--- src/rtl/mem_capture_pkg.sv ---
// mem_capture_pkg: shared state encoding and ready-sampling mode constants for the read capture block
package mem_capture_pkg;
   typedef enum logic [1:0] {
      ST_IDLE = 2'd0,
      ST_WAIT = 2'd1,
      ST_DONE = 2'd2,
      ST_TOUT = 2'd3
   } state_t;
   localparam bit MODE_LEVEL = 1'b0;
   localparam bit MODE_EDGE  = 1'b1;
endpackage

--- src/rtl/mem_read_capture_if.sv ---
// mem_read_capture_if: read strobe/data handshake between a host-side source and the capture block
interface mem_read_capture_if #(
   parameter int DATA_W = 8,
   parameter int CNT_W  = 4
);
   logic              mem_read;
   logic              data_ready;
   logic [DATA_W-1:0] data_bus;
   logic [CNT_W-1:0]  burst_len;
   logic [DATA_W-1:0] data;
   logic              data_valid;
   logic [CNT_W-1:0]  word_cnt;
   logic              busy;
   logic              done;
   logic              timeout_err;
   modport master (
      output mem_read, data_ready, data_bus, burst_len,
      input  data, data_valid, word_cnt, busy, done, timeout_err
   );
   modport slave (
      input  mem_read, data_ready, data_bus, burst_len,
      output data, data_valid, word_cnt, busy, done, timeout_err
   );
endinterface

--- src/rtl/rdy_edge_det.sv ---
// rdy_edge_det: registered copy of a ready strobe and its 0->1 rise indication
module rdy_edge_det (
   input  logic clk,
   input  logic rst,
   input  logic rdy,
   output logic rise
);
   logic rdy_q, rdy_d;
   always_comb rdy_d = rdy;
   always_ff @(posedge clk) begin
      if (rst) rdy_q <= 1'b0;
      else     rdy_q <= rdy_d;
   end
   assign rise = rdy & ~rdy_q;
endmodule

--- src/rtl/mem_read_capture.sv ---
// mem_read_capture: waits for data_ready while mem_read is high and registers data_bus, with burst count and timeout
module mem_read_capture
   import mem_capture_pkg::*;
#(
   parameter int DATA_W    = 8,
   parameter int CNT_W     = 4,
   parameter bit EDGE_MODE = MODE_LEVEL,
   parameter int TIMEOUT   = 64,
   parameter int TMR_W     = 8
) (
   input logic clk,
   input logic rst,
   mem_read_capture_if.slave bus
);
   state_t state_q, state_d;
   logic [DATA_W-1:0] data_q, data_d;
   logic data_valid_q, data_valid_d;
   logic [CNT_W-1:0] word_cnt_q, word_cnt_d, len_q, len_d;
   logic [TMR_W-1:0] timer_q, timer_d;
   logic rise, cap, take, last_word, expired;
   rdy_edge_det u_rdy (.clk(clk), .rst(rst), .rdy(bus.data_ready), .rise(rise));
   assign cap       = bus.mem_read & (EDGE_MODE == MODE_EDGE ? rise : bus.data_ready);
   assign take      = state_q == ST_WAIT && cap;
   assign last_word = len_q != '0 && word_cnt_q + CNT_W'(1) == len_q;
   assign expired   = TIMEOUT != 0 && timer_q == TMR_W'(TIMEOUT - 1);
   always_ff @(posedge clk) begin
      if (rst) begin
         state_q      <= ST_IDLE;
         data_q       <= '0;
         data_valid_q <= 1'b0;
         word_cnt_q   <= '0;
         len_q        <= '0;
         timer_q      <= '0;
      end else begin
         state_q      <= state_d;
         data_q       <= data_d;
         data_valid_q <= data_valid_d;
         word_cnt_q   <= word_cnt_d;
         len_q        <= len_d;
         timer_q      <= timer_d;
      end
   end
   // dropping mem_read returns to IDLE from any state; a capture beats an expiring timer
   always_comb begin
      state_d = state_q;
      unique case (state_q)
         ST_IDLE: state_d = bus.mem_read ? ST_WAIT : ST_IDLE;
         ST_WAIT: state_d = !bus.mem_read ? ST_IDLE
                          : cap           ? (last_word ? ST_DONE : ST_WAIT)
                          : expired       ? ST_TOUT : ST_WAIT;
         default: state_d = bus.mem_read ? state_q : ST_IDLE;
      endcase
   end
   always_comb begin
      data_d       = !bus.mem_read ? '0 : take ? bus.data_bus : data_q;
      data_valid_d = take;
      word_cnt_d   = !bus.mem_read ? '0 : take ? word_cnt_q + CNT_W'(1) : word_cnt_q;
      len_d        = state_q == ST_IDLE ? bus.burst_len : len_q;
      timer_d      = (state_q == ST_WAIT && bus.mem_read && !cap) ? timer_q + TMR_W'(1) : '0;
   end
   assign bus.data        = data_q;
   assign bus.data_valid  = data_valid_q;
   assign bus.word_cnt    = word_cnt_q;
   assign bus.busy        = state_q == ST_WAIT;
   assign bus.done        = state_q == ST_DONE;
   assign bus.timeout_err = state_q == ST_TOUT;
endmodule
--- src/flat_wrapper.sv ---
// flat-port wrapper written by rule: the top's interface ports become plain ports
module mem_read_capture_flat import mem_capture_pkg::*;
#(
   parameter int DATA_W    = 8,
   parameter int CNT_W     = 4,
   parameter bit EDGE_MODE = MODE_LEVEL,
   parameter int TIMEOUT   = 64,
   parameter int TMR_W     = 8
)
  (clk, rst, bus_mem_read, bus_data_ready, bus_data_bus, bus_burst_len, bus_data, bus_data_valid, bus_word_cnt, bus_busy, bus_done, bus_timeout_err);
  mem_read_capture_if #(.DATA_W(DATA_W), .CNT_W(CNT_W)) bus_i ();
  input logic clk;
  input logic rst;
  input wire logic [$bits(bus_i.mem_read)-1:0] bus_mem_read;
  input wire logic [$bits(bus_i.data_ready)-1:0] bus_data_ready;
  input wire logic [$bits(bus_i.data_bus)-1:0] bus_data_bus;
  input wire logic [$bits(bus_i.burst_len)-1:0] bus_burst_len;
  output wire logic [$bits(bus_i.data)-1:0] bus_data;
  output wire logic [$bits(bus_i.data_valid)-1:0] bus_data_valid;
  output wire logic [$bits(bus_i.word_cnt)-1:0] bus_word_cnt;
  output wire logic [$bits(bus_i.busy)-1:0] bus_busy;
  output wire logic [$bits(bus_i.done)-1:0] bus_done;
  output wire logic [$bits(bus_i.timeout_err)-1:0] bus_timeout_err;
  assign bus_i.mem_read = bus_mem_read;
  assign bus_i.data_ready = bus_data_ready;
  assign bus_i.data_bus = bus_data_bus;
  assign bus_i.burst_len = bus_burst_len;
  assign bus_data = bus_i.data;
  assign bus_data_valid = bus_i.data_valid;
  assign bus_word_cnt = bus_i.word_cnt;
  assign bus_busy = bus_i.busy;
  assign bus_done = bus_i.done;
  assign bus_timeout_err = bus_i.timeout_err;
  mem_read_capture #(.DATA_W(DATA_W), .CNT_W(CNT_W), .EDGE_MODE(EDGE_MODE), .TIMEOUT(TIMEOUT), .TMR_W(TMR_W)) u_core (.clk(clk), .rst(rst), .bus(bus_i));
endmodule
--- config.mk ---
export PLATFORM = sky130hd
export DESIGN_NAME = mem_read_capture_flat
export DESIGN_NICKNAME = d
export VERILOG_FILES = /design/src/rtl/mem_capture_pkg.sv /design/src/rtl/mem_read_capture_if.sv /design/src/rtl/rdy_edge_det.sv /design/src/rtl/mem_read_capture.sv /design/src/flat_wrapper.sv
export SDC_FILE = /design/constraint.sdc
export NUM_CORES = 1
export LEC_CHECK = 0
export CAP_MARGIN = 10
export CORE_MARGIN = 4
export CORE_UTILIZATION = 45
export CTS_CLUSTER_DIAMETER = 150
export DETAILED_ROUTE_END_ITERATION = 10
export GPL_ROUTABILITY_DRIVEN = 1
export PLACE_DENSITY = 0.76
export SLEW_MARGIN = 10
export SYNTH_ARGS = -nofsm -noshare
export SYNTH_HDL_FRONTEND = slang
export SYNTH_SLANG_ARGS = --single-unit
--- constraint.sdc ---
create_clock -name clk -period 1.8 [get_ports clk]
set_clock_uncertainty 0.2 [all_clocks]
set_input_delay 0.18 -clock clk [delete_from_list [all_inputs] [get_ports clk]]
set_output_delay 0.18 -clock clk [all_outputs]
set_load 0.01 [all_outputs]
==> flow_summary.yaml, run 1 <==
clock_network:
  clk_latency_ns: 0.33
  ctsHtreeMaxLevel: 1
  cts_tree: "built"
  clkSinkCount: 27
  clk_pin_slew_ns: 0.14
  ctsHoldBuffers: 0
  numCtsBuffers: 3
  cts.path.max_buffers: 2
  cts-root-buf: "clkbuf_4"
sta:
  setup_viol: 0
  finalHoldViolCount: 0
  finalCritPeriodShare_pct: 94.9
  period_minus_slack_ns: 1.71
  rsz0062_at_grt: "no"
  setup_ws_ns: 0.0920
  fmax_mhz: 585
  slew_violations: 0
  relSlewSlack_pct: 82.1
  worst_pin_slew_ns: 0.268
  tns_ns: 0
place:
  port-buffer-count: 31
  dp_slack_ns: 0.0956
  place_congestion: 0.816
  hpwl_um: 1890
final_layout:
  n_antenna_cell: 0
  layout.nets: 187
  area_delta_synth_final_pct: 35.3
  final_layout_size_suffix_gt1_share_pct: 9.52
routing:
  drt_wl_total_um: 2530
  firstDrtPassIters: 4
  drt-wirelength-per-cell_um: 12.9
  ant_nets: 0
  vias: 983
  drc_errors: 0
  detail_route.vias_per_cell: 5.02
  initialDrtViolationCount: 15
worst_setup_path:
  path_max_fanout: 4
  cp.required_ns: 1.42
  crit_slowest_cell: "clkdlybuf4s50_1"
  path_class: "reg -> out"
  max_stage_delay_ns: 0.57
  path_cells: "clkdlybuf4s50_1"
  worst-path-buf-inv: 1
  worstSetupStartpointType: "flip-flop"
  crit_arrival_ns: 1.33
  cp_top_family: "buffers and inverters"
  cp-end-kind: "output pin"
synthesis:
  syn_avg_cell_area_um2: 8.51
  synth_edf_count: 0
  synth-async-reset-ratio_pct: 0
  synth.distinct_cells: 26
  syn_inst: 132
  ys_ff_latch: 27
  synth_area_leaders: "dfxtp_1 48%, nand2_1 8.7%, a21oi_1 7.1%"
  synth_top_area_cell: "dfxtp_1"
  synth_top_area_share_pct: 48.1
  yosysWarnings: 0
  yosysMostFrequentCell: "dfxtp_1"
  synth_top_cells_by_count: "27 x dfxtp_1, 26 x nand2_1, 16 x a21oi_1, 13 x nor2_1"
  synth_ff_type: "dfxtp_1"
  ys_seq_area_share_pct: 48.1
  synth_nets: 150
  syn_area_um2: 1120
floorplanning:
  die_w_um: 58.0
  start_util_pct: 48.9
  pin_count: 32
  core-area_um2: 2300
  design.die.area_um2: 3360
  die_height_um: 58.0
  rows: 17
power_and_ir_drop:
  p_total_mw: 0.978
  ir_drop_v: 0.000653
  power-per-cell-area_nw_per_um2: 644
  p_leak_nw: 0.558
global_routing:
  grt_pass1_vias: 1023
  overflow: 0
  use_met2_pct: 30.8
  gr-usage-met3_pct: 5.35
  grt_max_degree: 17
  grt_pass1_wl_um: 4320
  grt_usage_pct: 16.5
  grt_antenna_before_repair: 0
  met1_usage_pct: 17.4
  grt_busiest_layer: "met2"
hold_path:
  hold_path_class: "in -> reg"
status:
  status: "finished clean"
job:
  maxCapViolations: 0
-- stage by stage --
| step | hold slack, ns | instances | instance area [µm²] | utilization [%] |
|---|---|---|---|---|
| 3_5_place_dp | 0.256 | 190 | 1470 | 64.0 |
| 4_1_cts | 0.163 | 196 | 1520 | 66.1 |
| 2_1_floorplan | 0.0491 | 132 | 1120 | - |
| 5_1_grt | 0.160 | 196 | 1520 | 66.2 |
| 6_report | 0.170 | 196 | 1520 | 66.2 |
| 3_3_place_gp | 0.243 | 190 | 1470 | 64.0 |
-- path summary, 6_finish.rpt --
check / start / to / slack (ns) / depth (start not counted)
setup / recovery: u_core.bus.word_cnt[2] / bus_word_cnt[2] / 0.09 / 1
hold / removal: bus_burst_len[3] / u_core.len_q[3] / 0.17 / 3
setup reg to reg: u_core.bus.word_cnt[0] / u_core.state_q[0] / 0.18 / 5
hold reg to reg: u_core.bus.data[0] / u_core.bus.data[0] / 0.27 / 2
-- routing by layer --
layer	wire length, µm	up-vias
met1	1040	445
met5	0	-
met3	135	5
met2	1330	24
met4	28	0
li1	-	509
-- sequential cells by signal, indices dropped and copies added (netlist names) --
register and flops:
u_core.bus.data 8, u_core.bus.data_valid 1, u_core.bus.word_cnt 4, u_core.len_q 4, u_core.state_q 2, u_core.timer_q 8
-- layout by cell type (no fill, tap or decap) --
cell             count
clkbuf_4             3
dfxtp_1             24
dfxtp_4              2
xor2_1               6
dlygate4sd2_1        3
and2_1               2
o21ai_0              6
nor2_1              13
and4b_1              1
nand3_1              6
a32oi_1              1
clkdlybuf4s50_1     28
nand2_1             26
inv_1                1
nor3_1               2
ha_1                 2
o31ai_1              1
clkinvlp_4           1
nand2b_4             1
dfxtp_2              1
or3_1                3
nand2b_1             1
nand3_2              1
xnor2_1              6
nor2b_1              2
buf_4                6
a21oi_1             16
o31a_1               1
clkinv_2             1
mux2i_1              1
-- cell type report --
class	instances	area [µm²]
Multi-Input combinational cell	98	546
Inverter	2	8.76
Timing Repair Buffer	37	352
Clock inverter	1	7.51
Clock buffer	3	22.5
Sequential cell	27	549
Tap cell	28	35.0
Fill cell	213	777
-- power by group --
part / leakage [nW] / switching [mW] / internal, mW
Combinational: 0.323 / 0.0400 / 0.0546
Sequential: 0.221 / 0.00732 / 0.605
Clock: 0.0139 / 0.186 / 0.0853
-- cells by family after synthesis --
logic type                 synth area share (%)
and+or+nand+nor                            24.1
DFF                                        48.1
AOI/OAI and AO/OA                          12.0
xor gates and xnor gates                   9.35
buffers and inverters                      3.34
adders and majority gates                  2.23
muxes                                     0.891
-- worst reg2reg max path, cell delays in order (launching register included) --
cell and delay, ns:
dfxtp_2 0.43, ha_1 0.20, xor2_1 0.20, xnor2_1 0.14, nand3_1 0.11, o31a_1 0.24
-- timing repair --
item	CTS	global route
setup buffers	2	0
resized for setup	7	1
endpoints found under the hold margin	0	0
setup endpoints to repair	3	1
(Power assumes the default switching activity.)
==> inputs of run 2 (changes only) <==
--- a/config.mk
+++ b/config.mk
@@ -8,6 +8,7 @@
 export CAP_MARGIN = 10
 export CORE_MARGIN = 4
 export CORE_UTILIZATION = 45
+export CTS_BUF_LIST = sky130_fd_sc_hd__clkbuf_2 sky130_fd_sc_hd__clkbuf_4 sky130_fd_sc_hd__clkbuf_8
 export CTS_CLUSTER_DIAMETER = 150
 export DETAILED_ROUTE_END_ITERATION = 10
 export GPL_ROUTABILITY_DRIVEN = 1
==> results of run 2 <==
The final DEF is identical to that of run 1; final timing and power are the same.
==> inputs of run 3 (changes only) <==
--- a/config.mk
+++ b/config.mk
@@ -17,3 +17,4 @@
 export SYNTH_ARGS = -nofsm -noshare
 export SYNTH_HDL_FRONTEND = slang
 export SYNTH_SLANG_ARGS = --single-unit
+export TNS_END_PERCENT = 50
==> flow_summary.yaml, run 3 (synthesized netlist as in run 1, its figures left out) <==
floorplanning:
  die_w_um: 58.0
  pin_count: 32
  rows: 17
  core-area_um2: 2300
  die_height_um: 58.0
  design.die.area_um2: 3360
  start_util_pct: 48.9
global_routing:
  grt_antenna_before_repair: 0
  gr-usage-met3_pct: 5.35
  met1_usage_pct: 17.1
  grt_pass1_wl_um: 4230
  overflow: 0
  use_met2_pct: 29.7
  grt_pass1_vias: 1008
  grt_busiest_layer: "met2"
  grt_max_degree: 17
  grt_usage_pct: 16.1
power_and_ir_drop:
  p_leak_nw: 0.547
  power_frac_comb_pct: 9.2
  p_clk_share_pct: 27.7
  switching_share_pct: 23.7
  pwr-share-seq_pct: 63.1
  power-per-cell-area_nw_per_um2: 648
  p_int_mw: 0.744
  ir_drop_v: 0.000653
  power.switching_mw: 0.232
final_layout:
  nFillCells: 214
  final_cell_count_no_fill: 194
  n_antenna_cell: 0
  area_delta_synth_final_pct: 34.0
  mostFrequentLayoutCell: "clkdlybuf4s50_1"
  layout.nets: 185
  seqCellArea_um2: 549
  final_layout_size_suffix_gt1_share_pct: 8.43
  layout_common_cells: "28 x clkdlybuf4s50_1, 26 x nand2_1, 24 x dfxtp_1"
  multiInputGateArea_um2: 546
worst_setup_path:
  path_class: "reg -> out"
  cp.required_ns: 1.42
  crit_slowest_cell: "clkdlybuf4s50_1"
  cp_top_family: "buffers and inverters"
  path_cells: "clkdlybuf4s50_1"
  worstSetupStartpointType: "flip-flop"
  cp-end-kind: "output pin"
  crit_arrival_ns: 1.33
  path_max_fanout: 4
  worst-path-buf-inv: 1
  max_stage_delay_ns: 0.57
sta:
  finalCritPeriodShare_pct: 94.9
  slew_violations: 0
  setup_viol: 0
  period_minus_slack_ns: 1.71
  finalHoldViolCount: 0
  fmax_mhz: 585
  worst_pin_slew_ns: 0.266
  tns_ns: 0
  rsz0062_at_grt: "no"
  setup_ws_ns: 0.0919
  relSlewSlack_pct: 82.2
routing:
  drc_errors: 0
  drt-wirelength-per-cell_um: 12.7
  detail_route.vias_per_cell: 4.97
  ant_nets: 0
  drt_wl_total_um: 2470
  initialDrtViolationCount: 22
  firstDrtPassIters: 4
  vias: 965
status:
  status: "finished clean"
clock_network:
  cts-root-buf: "clkbuf_4"
  cts.path.max_buffers: 2
  clk_pin_slew_ns: 0.14
  clkSinkCount: 27
  ctsHtreeMaxLevel: 1
  ctsHoldBuffers: 0
  cts_tree: "built"
  numCtsBuffers: 3
  clk_latency_ns: 0.33
hold_path:
  hold_path_class: "in -> reg"
job:
  maxCapViolations: 0
place:
  dp_slack_ns: 0.0956
  port-buffer-count: 31
  place_congestion: 0.816
  hpwl_um: 1890
  post-place-cells: 190
[run 3: cell types whose count changed in the layout (fill, tap and decap cells not counted)]
cell   before  now
buf_4       6    4
[run 3: worst paths after layout]
kind	start	to	slack (ns)	cells after the start
max	u_core.bus.word_cnt[2]	bus_word_cnt[2]	0.09	1
min	bus_burst_len[3]	u_core.len_q[3]	0.17	3
max reg2reg	u_core.bus.word_cnt[0]	u_core.state_q[0]	0.19	5
min reg2reg	u_core.bus.data[7]	u_core.bus.data[7]	0.27	2
[run 3: cell type report]
cell class / instances / share of cell area (%)
clock buffers: 3 / 1.50
clock inverters: 1 / 0.499
inverters: 2 / 0.582
multi-input cells: 98 / 36.2
flip-flops and latches: 27 / 36.5
well taps: 28 / 2.33
repair buffers: 35 / 22.4
[run 3: layer usage]
layer,up-vias,part of all wire (%)
li1,504,-
met1,436,42
met2,20,52
met3,5,5.1
met4,0,1.1
met5,-,0
[run 3: timing repair]
item | 4_1_cts | 5_1_grt
resized for setup | 7 | 1
setup endpoints to repair | 3 | 1
buffers inserted | 0 | 0
[run 3: worst min-delay path, cell delays in order]
cell	delay (ns)
clkdlybuf4s50_1	0.39
nand2_1	0.05
a21oi_1	0.05
[run 3: power groups by stage]
stage / Combinational (mW) / Sequential (mW) / Clock [mW]
4_1_cts: 0.0903 / 0.615 / 0.282
3_3_place_gp: 0.0884 / 0.630 / 0
6_report: 0.0898 / 0.615 / 0.271
5_1_grt: 0.0967 / 0.618 / 0.305
2_1_floorplan: 0.0363 / 0.628 / 0
3_5_place_dp: 0.0905 / 0.630 / 0
[run 3: through the flow]
step	hold WS [ns]	instance area (µm²)	util [%]	total power, mW
after floorplan	0.0491	1120	-	0.665
after global placement	0.243	1470	64.0	0.718
after detailed placement	0.256	1470	64.0	0.721
after CTS	0.163	1500	65.5	0.987
after global routing	0.160	1510	65.5	1.02
final	0.170	1510	65.5	0.976
